[src/rtl/pio_stream_source.sv]
// PIO-programmed stream source: counter words, or LFSR words when PIO_STREAM_SOURCE_LFSR_EN is defined.
// PIO reads answer one cycle after the request; stream writes follow the deciding cycle by one and stall on almost_full.
module pio_stream_source #(
  parameter logic [12:0] ADDR_BASE = 13'h0000
) (
  input  logic        clock,
  input  logic        reset,
  input  logic        pio_write_valid,
  input  logic        pio_read_valid,
  input  logic [12:0] pio_address,
  input  logic [63:0] pio_write_data,
  output logic [63:0] pio_read_data,
  output logic        pio_read_data_valid,
  output logic [63:0] fifo_to_pc_data,
  output logic        fifo_to_pc_write,
  input  logic        fifo_to_pc_almost_full
);

  typedef enum logic [1:0] {ST_IDLE, ST_RUN, ST_DONE} state_t;

  state_t      state;
  logic        ctrl_enable;
  logic        ctrl_mode;
  logic [31:0] count_reg;
  logic [63:0] seed_reg;
  logic [31:0] sent;
  logic [63:0] scratch_reg;
  logic [63:0] gen;

  logic [13:0] rel_addr;
  logic        reg_hit;
  logic [2:0]  reg_idx;
  logic        wr_ctrl;
  logic        wr_count;
  logic        wr_seed;
  logic        wr_scratch;
  logic        mode_in;
  logic        start_req;
  logic        stop_req;
  logic        count_hit;
  logic        issue;
  logic [63:0] gen_next;
  logic [63:0] start_value;
  logic [63:0] rd_value;

  // One extra bit catches addresses below ADDR_BASE as a borrow.
  assign rel_addr   = {1'b0, pio_address} - {1'b0, ADDR_BASE};
  assign reg_hit    = !rel_addr[13] && (rel_addr[12:0] < 13'd5);
  assign reg_idx    = rel_addr[2:0];

  assign wr_ctrl    = pio_write_valid && reg_hit && (reg_idx == 3'd0);
  assign wr_count   = pio_write_valid && reg_hit && (reg_idx == 3'd1);
  assign wr_seed    = pio_write_valid && reg_hit && (reg_idx == 3'd2);
  assign wr_scratch = pio_write_valid && reg_hit && (reg_idx == 3'd4);

  assign start_req  = (state == ST_IDLE) && wr_ctrl && pio_write_data[0];
  assign stop_req   = wr_ctrl && !pio_write_data[0];
  assign count_hit  = (count_reg != 32'd0) && (sent >= count_reg);
  assign issue      = (state == ST_RUN) && !fifo_to_pc_almost_full && !count_hit && !stop_req;

`ifdef PIO_STREAM_SOURCE_LFSR_EN
  logic run_lfsr;
  logic feedback;

  assign mode_in     = pio_write_data[1];
  assign feedback    = gen[63] ^ gen[62] ^ gen[60] ^ gen[59];
  assign gen_next    = run_lfsr ? {gen[62:0], feedback} : gen + 64'd1;
  // An all-zero LFSR state would lock up, so a zero seed starts at 1.
  assign start_value = (mode_in && (seed_reg == 64'd0)) ? 64'd1 : seed_reg;

  always_ff @(posedge clock) begin
    if (reset) begin
      run_lfsr <= 1'b0;
    end else if (start_req) begin
      run_lfsr <= mode_in;
    end
  end
`else
  assign mode_in     = 1'b0;
  assign gen_next    = gen + 64'd1;
  assign start_value = seed_reg;
`endif

  always_comb begin
    rd_value = 64'd0;
    if (reg_hit) begin
      case (reg_idx)
        3'd0:    rd_value = {62'd0, ctrl_mode, ctrl_enable};
        3'd1:    rd_value = {32'd0, count_reg};
        3'd2:    rd_value = seed_reg;
        3'd3:    rd_value = {32'd0, sent};
        3'd4:    rd_value = scratch_reg;
        default: rd_value = 64'd0;
      endcase
    end
  end

  always_ff @(posedge clock) begin
    if (reset) begin
      state               <= ST_IDLE;
      ctrl_enable         <= 1'b0;
      ctrl_mode           <= 1'b0;
      count_reg           <= 32'd0;
      seed_reg            <= 64'd0;
      sent                <= 32'd0;
      scratch_reg         <= 64'd0;
      gen                 <= 64'd0;
      pio_read_data       <= 64'd0;
      pio_read_data_valid <= 1'b0;
      fifo_to_pc_data     <= 64'd0;
      fifo_to_pc_write    <= 1'b0;
    end else begin
      // Reads sample the registers before this cycle's write lands.
      pio_read_data_valid <= pio_read_valid;
      if (pio_read_valid) begin
        pio_read_data <= rd_value;
      end

      if (wr_ctrl) begin
        ctrl_enable <= pio_write_data[0];
        ctrl_mode   <= mode_in;
      end
      if (wr_count) begin
        count_reg <= pio_write_data[31:0];
      end
      if (wr_seed) begin
        seed_reg <= pio_write_data;
      end
      if (wr_scratch) begin
        scratch_reg <= pio_write_data;
      end

      fifo_to_pc_write <= 1'b0;
      if (issue) begin
        fifo_to_pc_write <= 1'b1;
        fifo_to_pc_data  <= gen;
        gen              <= gen_next;
        sent             <= sent + 32'd1;
      end

      case (state)
        ST_IDLE: begin
          if (start_req) begin
            state <= ST_RUN;
            gen   <= start_value;
            sent  <= 32'd0;
          end
        end
        ST_RUN: begin
          // A CTRL write wins over a count reached in the same cycle.
          if (wr_ctrl) begin
            if (!pio_write_data[0]) begin
              state <= ST_IDLE;
            end
          end else if (count_hit) begin
            state <= ST_DONE;
          end
        end
        ST_DONE: begin
          if (stop_req) begin
            state <= ST_IDLE;
          end
        end
        default: state <= ST_IDLE;
      endcase
    end
  end

endmodule

[config.mk]
export PLATFORM = sky130hd
export DESIGN_NAME = pio_stream_source
export DESIGN_NICKNAME = d
export VERILOG_FILES = /design/src/rtl/pio_stream_source.sv
export SDC_FILE = /design/constraint.sdc
export NUM_CORES = 1
export LEC_CHECK = 0
export BUFFER_PORTS_ARGS = -buffer_cell sky130_fd_sc_hd__buf_2
export CORE_MARGIN = 1
export CORE_UTILIZATION = 40
export DETAILED_ROUTE_END_ITERATION = 12
export PLACE_DENSITY_LB_ADDON = 0.1
export SYNTH_ARGS = -nofsm -noshare
export SYNTH_HDL_FRONTEND = slang
export SYNTH_SLANG_ARGS = --single-unit
[constraint.sdc]
create_clock -name clock -period 3.31 [get_ports clock]
set_input_delay 0.662 -clock clock [delete_from_list [all_inputs] [get_ports clock]]
set_output_delay 0.662 -clock clock [all_outputs]
set_load 0.03 [all_outputs]
== Yosys cells after proc, flatten, opt, wreduce, memory -nomap -nowiden ==
Index checks and enable logic that the tools add are counted.
Widths: inputs -> output; s select.
Storage, ports and cells
  bits in registers: 389
  logic and storage cells: 60
  output and inout bits: 130
  bits of input ports: 82
Operators by class
  $lt $le $gt $ge: 2
  muxes and demuxes: 15
  equal/unequal tests: 10
  reductions and logical operators: 20
  $add $sub $neg: 2
Operators with widths (number)
  $pmux 64 s5: 1
  $mux 64: 4
  $mux 32: 3
  $add 64x1->64 const B: 1
  $add 32x1->32 const B: 1
  $ge 32x32->1: 1
  $reduce_bool 32->1: 1
  $lt 13x3->1 const B: 1
  $logic_and 1x1->1: 12
  $mux 2: 5
  $eq 3x2->1 const B: 2
  $ne 3x3->1 const B: 2
  $pmux 2 s3: 1
  $logic_not 1->1: 4
  $ne 2x2->1 const B: 2
  $reduce_and 4->1: 1
  $eq 3x1->1 const B: 1
  $eq 3x3->1 const B: 1
  $logic_not 3->1: 1
  $eq 2x1->1 const B: 1
  $eq 2x2->1 const B: 1
  $logic_not 2->1: 1
  $mux 1: 1

== Depth between registers and ports, before layout ==
  depth after elaboration: 9
  gate-level depth with buffers: 12
  mapped depth without buffers: 9

== Least setup slack after synthesis ==
Ideal clock, no wire load.
  path kind: flip-flop to flip-flop
  start: register sent[0]
  end: register gen[9]
  arrival time: 2.683 ns
  buffers on the path: 3
  required time: 3.174 ns
  period minus slack after synthesis: 2.819 ns
  setup time: 0.136 ns
  path slack: 0.491 ns
  stages on the path, launching flop included: 13
  cell sequence: dfxtp_1 inv_1 ha_1 nand2b_1 a2111o_1 a311oi_1 a31oi_1 or2_1 buf_2 clkbuf_1 buf_2 o311ai_0 nand3_1
On the way
  cells in the longest elaborated chain, start to end: 8
Ends and longest elaborated chain
  start, declared: line 26  | logic [31:0] sent;
  start signal, assigned: line 138  | sent <= sent + 32'd1;
  $ge 32x32->1 (*): line 58  | assign count_hit = (count_reg != 32'd0) && (sent >= count_reg);
  $logic_and 1x1->1 (*): line 58
  $logic_not 1->1 (*): line 59  | assign issue = (state == ST_RUN) && !fifo_to_pc_almost_full && !count_hit && !stop_req;
  $logic_and 1x1->1 (*) (2 in a row): line 59
  $mux 64 (*): line 134  | if (issue) begin
  $mux 64: line 143  | if (start_req) begin
  $mux 64 (*): line 141  | case (state)
  end signal, assigned: line 137  | gen <= gen_next;
  end signal, assigned: line 145  | gen <= start_value;
  end, declared: line 28  | logic [63:0] gen;
Every way passes the cells marked *; elsewhere a longest branch is shown, timed or not.
A chain may end at the register's enable or synchronous reset.

== Final worst setup path ==
  start: register count_reg[14]
  end: register gen[59]
On the way
  cells in the longest elaborated chain, start to end: 8
  elaborated cells between the ends (all ways): 9
  classes of those cells: 1 x order compare; 3 x mux; 5 x reduce/logical
Ends and longest elaborated chain
  start, declared: line 24  | logic [31:0] count_reg;
  start signal, assigned: line 124  | count_reg <= pio_write_data[31:0];
  $ge 32x32->1 or $reduce_bool 32->1 (tied branches): line 58
  $logic_and 1x1->1 (*): line 58
  $logic_not 1->1 (*): line 59
  $logic_and 1x1->1 (*) (2 in a row): line 59
  $mux 64 (*): line 134
  $mux 64: line 143
  $mux 64 (*): line 141
Marked as above.

==> impl_metrics.csv <==
group,metric,value,unit
yosys,synth.distinct_cells,56,
yosys,syn_avg_cell_area,7.81,um2
clock_tree,clk_latency,0.59,ns
timing,fin_crit,3.12,ns
timing,slew_headroom,46.2,%
pwr,leakagePower,7.92,nW
floorplanning,ios,212,
critical_path,r2r_slack,0.19,ns
timing,min_period_over_period,94.2,%
placement,dp_slack,0.00781,ns
timing,fin_ws,0.193,ns
critical_path,cp_max_fo,7,
floorplanning,die_x,216,um
yosys,synth_edf_count,0,
critical_path,crit_path_end_kind,"register",
timing,rsz0062_at_grt,"false",
timing,skew,0.0252,ns
yosys,syn-cell-area,18400,um2
detailed_routing,num_vias,18300,
timing,finalMaxSlewViolations,0,
pwr,power.density,470,nW/um2
run,maxCapViolCount,0,
layout,fin_nets,2609,
layout,n_fill_cell,4466,
floorplanning,die_h,216,um
detailed_routing,drt-total-wl,63100,um
clock_tree,cts_setup_buffers,0,
floorplanning,start_util,40.6,%
critical_path,criticalPathCategory,"reg2reg",
detailed_routing,vias_per_cell,5.87,
clock_tree,clock_path_buffers,3,
timing,finalHoldViolCount,0,
layout,drive_above_1_share,16.2,%
yosys,synth-seq-cells,389,
floorplanning,row_count,78,
critical_path,reg2reg_from,"count_reg[14]",
yosys,syn_inst,2355,
timing,tightest_slew,0.807,ns
global_route,grt_pass1_vias,16800,
critical_path,cp-startpoint,"count_reg[14]",
placement,place.gp.congestion,0.846,
yosys,syn_nets,2471,
clock_tree,clkTransAtPathRegs,0.06,ns
timing,fin_tns_setup,0,ns
global_route,grt_pass1_wl,98800,um
global_route,grt_util_all_layers,26.4,%
global_route,grt_overflow,0,
detailed_routing,final_antenna_net_count,0,
yosys,ys.flop_type,"dfxtp_1",
detailed_routing,firstDrtPassIters,6,
clock_tree,cts_sinks,389,
critical_path,cp.required,3.84,ns
yosys,yosysWarnings,0,
timing,fmax,0.321,GHz
detailed_routing,drc,0,
critical_path,startpoint_type,"register",
worst_hold_path,hold_class,"in2reg",
critical_path,cp.arrival,3.65,ns
worst_hold_path,hp-start,"pio_write_data[54]",
global_route,grt_max_degree,85,
yosys,ys_seq_area_share,42.3,%
clock_tree,cts_buffers,45,
global_route,antenna_found_initial,2,
status,outcome,"finished clean",
timing,finalSetupViolCount,0,
floorplanning,die_area,46900,um2
detailed_routing,dr.first_iter.drc_count,1451,
clock_tree,tritoncts,"yes",
clock_tree,clockRootBuffer,"clkbuf_16",
floorplanning,core_area,45400,um2
yosys,ys_async_sr_fraction,0,%
detailed_routing,routedWlPerCell,20.2,um
layout,mostFrequentLayoutCell,"nand2_1",
pwr,peakVddDrop,0.367,mV
placement,port_buffers,211,
layout,final_cell_mix,"391 x nand2_1, 389 x dfxtp_1, 334 x a21oi_1",
clock_tree,htree_levels,2,
layout,area_delta_synth_final,19.4,%
placement,hpwl,42500,um
[per-layer routing]
| layer | global-route usage (%) | share of wire, % |
|---|---|---|
| met2 | 42.2 | 47 |
| met4 | 8.92 | 2.7 |
| met3 | 3.47 | 5.1 |
| met1 | 36.4 | 45 |
| met5 | 0 | 0.027 |
[logic make-up after synthesis]
family | count (synthesis) | share of synthesized area (%)
AOI/OAI and AO/OA | 595 | 19.0
buffers and inverters | 260 | 5.43
and+or+nand+nor | 1013 | 27.4
adders and majority gates | 34 | 2.31
xor gates and xnor gates | 1 | 0.0476
DFF | 389 | 42.3
muxes | 63 | 3.49
[through the flow]
stage                     utilization [%]  std cells  hold slack, ns  power, mW  cell area, um2
after floorplan                         -       2355           0.437       4.98           18400
after global placement               44.9       3045           0.442       5.13           20400
after detailed placement             44.9       3045           0.448       5.13           20400
after CTS                            48.3       3125           0.299       10.4           21900
after global routing                 48.4       3126           0.323       10.6           22000
final                                48.4       3127           0.333       10.3           22000
[path summary, 6_finish.rpt]
| check | end | cells past startpoint |
|---|---|---|
| worst max-delay path | gen[59] | 11 |
| worst min-delay path | scratch_reg[54] | 3 |
| worst max register to register | gen[59] | 11 |
| worst min register to register | scratch_reg[46] | 2 |
[repair_timing]
item	4_1_cts	5_1_grt
gates resized for setup	0	5
hold buffers	0	0
hold endpoints to repair	0	0
setup endpoints to repair	0	54
[layout make-up]
type	count	area, um2	area share, %
clock inverter	12	216	0.985
antenna	1	2.50	0.0114
sequential	389	7790	35.4
inverter	45	170	0.774
multi-input combinational	1707	9720	44.2
clock buffer	68	1350	6.12
tap	600	751	3.42
timing repair buffer	305	1990	9.04
[cells in the mapped netlist, types with 16 or more instances]
cell type / n / area share [%]
nand2_1: 391 / 8.0
nor2_1: 65 / 1.3
o21ai_0: 79 / 2.1
nor4_1: 47 / 1.6
mux2i_1: 62 / 3.4
clkbuf_1: 189 / 3.9
a21oi_1: 334 / 9.1
nor3_1: 38 / 1.0
dfxtp_1: 389 / 42
nand2b_1: 35 / 1.2
nand3_1: 223 / 6.1
a31oi_1: 16 / 0.54
nand4_1: 64 / 2.2
a22oi_1: 63 / 2.6
and3_1: 47 / 1.6
ha_1: 34 / 2.3
o31ai_1: 31 / 1.3
inv_1: 44 / 0.90
a22o_1: 32 / 1.5
or4_1: 32 / 1.3
[critical path, cell delays in order, from the launching register on]
cell and delay [ns]:
dfxtp_1 0.41, inv_1 0.07, ha_1 0.31, nand4_1 0.23, nor4_1 0.43, a311oi_2 0.10
a31oi_2 0.32, buf_4 0.24, buf_4 0.19, nor4_2 0.07, or4b_2 0.60, nand3_1 0.08
[power by group]
| group | switching, mW | total, mW | internal [mW] |
|---|---|---|---|
| combinational | 0.235 | 0.323 | 0.0880 |
| sequential | 0.0143 | 4.71 | 4.69 |
| clock | 2.03 | 5.29 | 3.26 |
| total | 2.28 | 10.3 | 8.04 |
(Power assumes the default switching activity.)
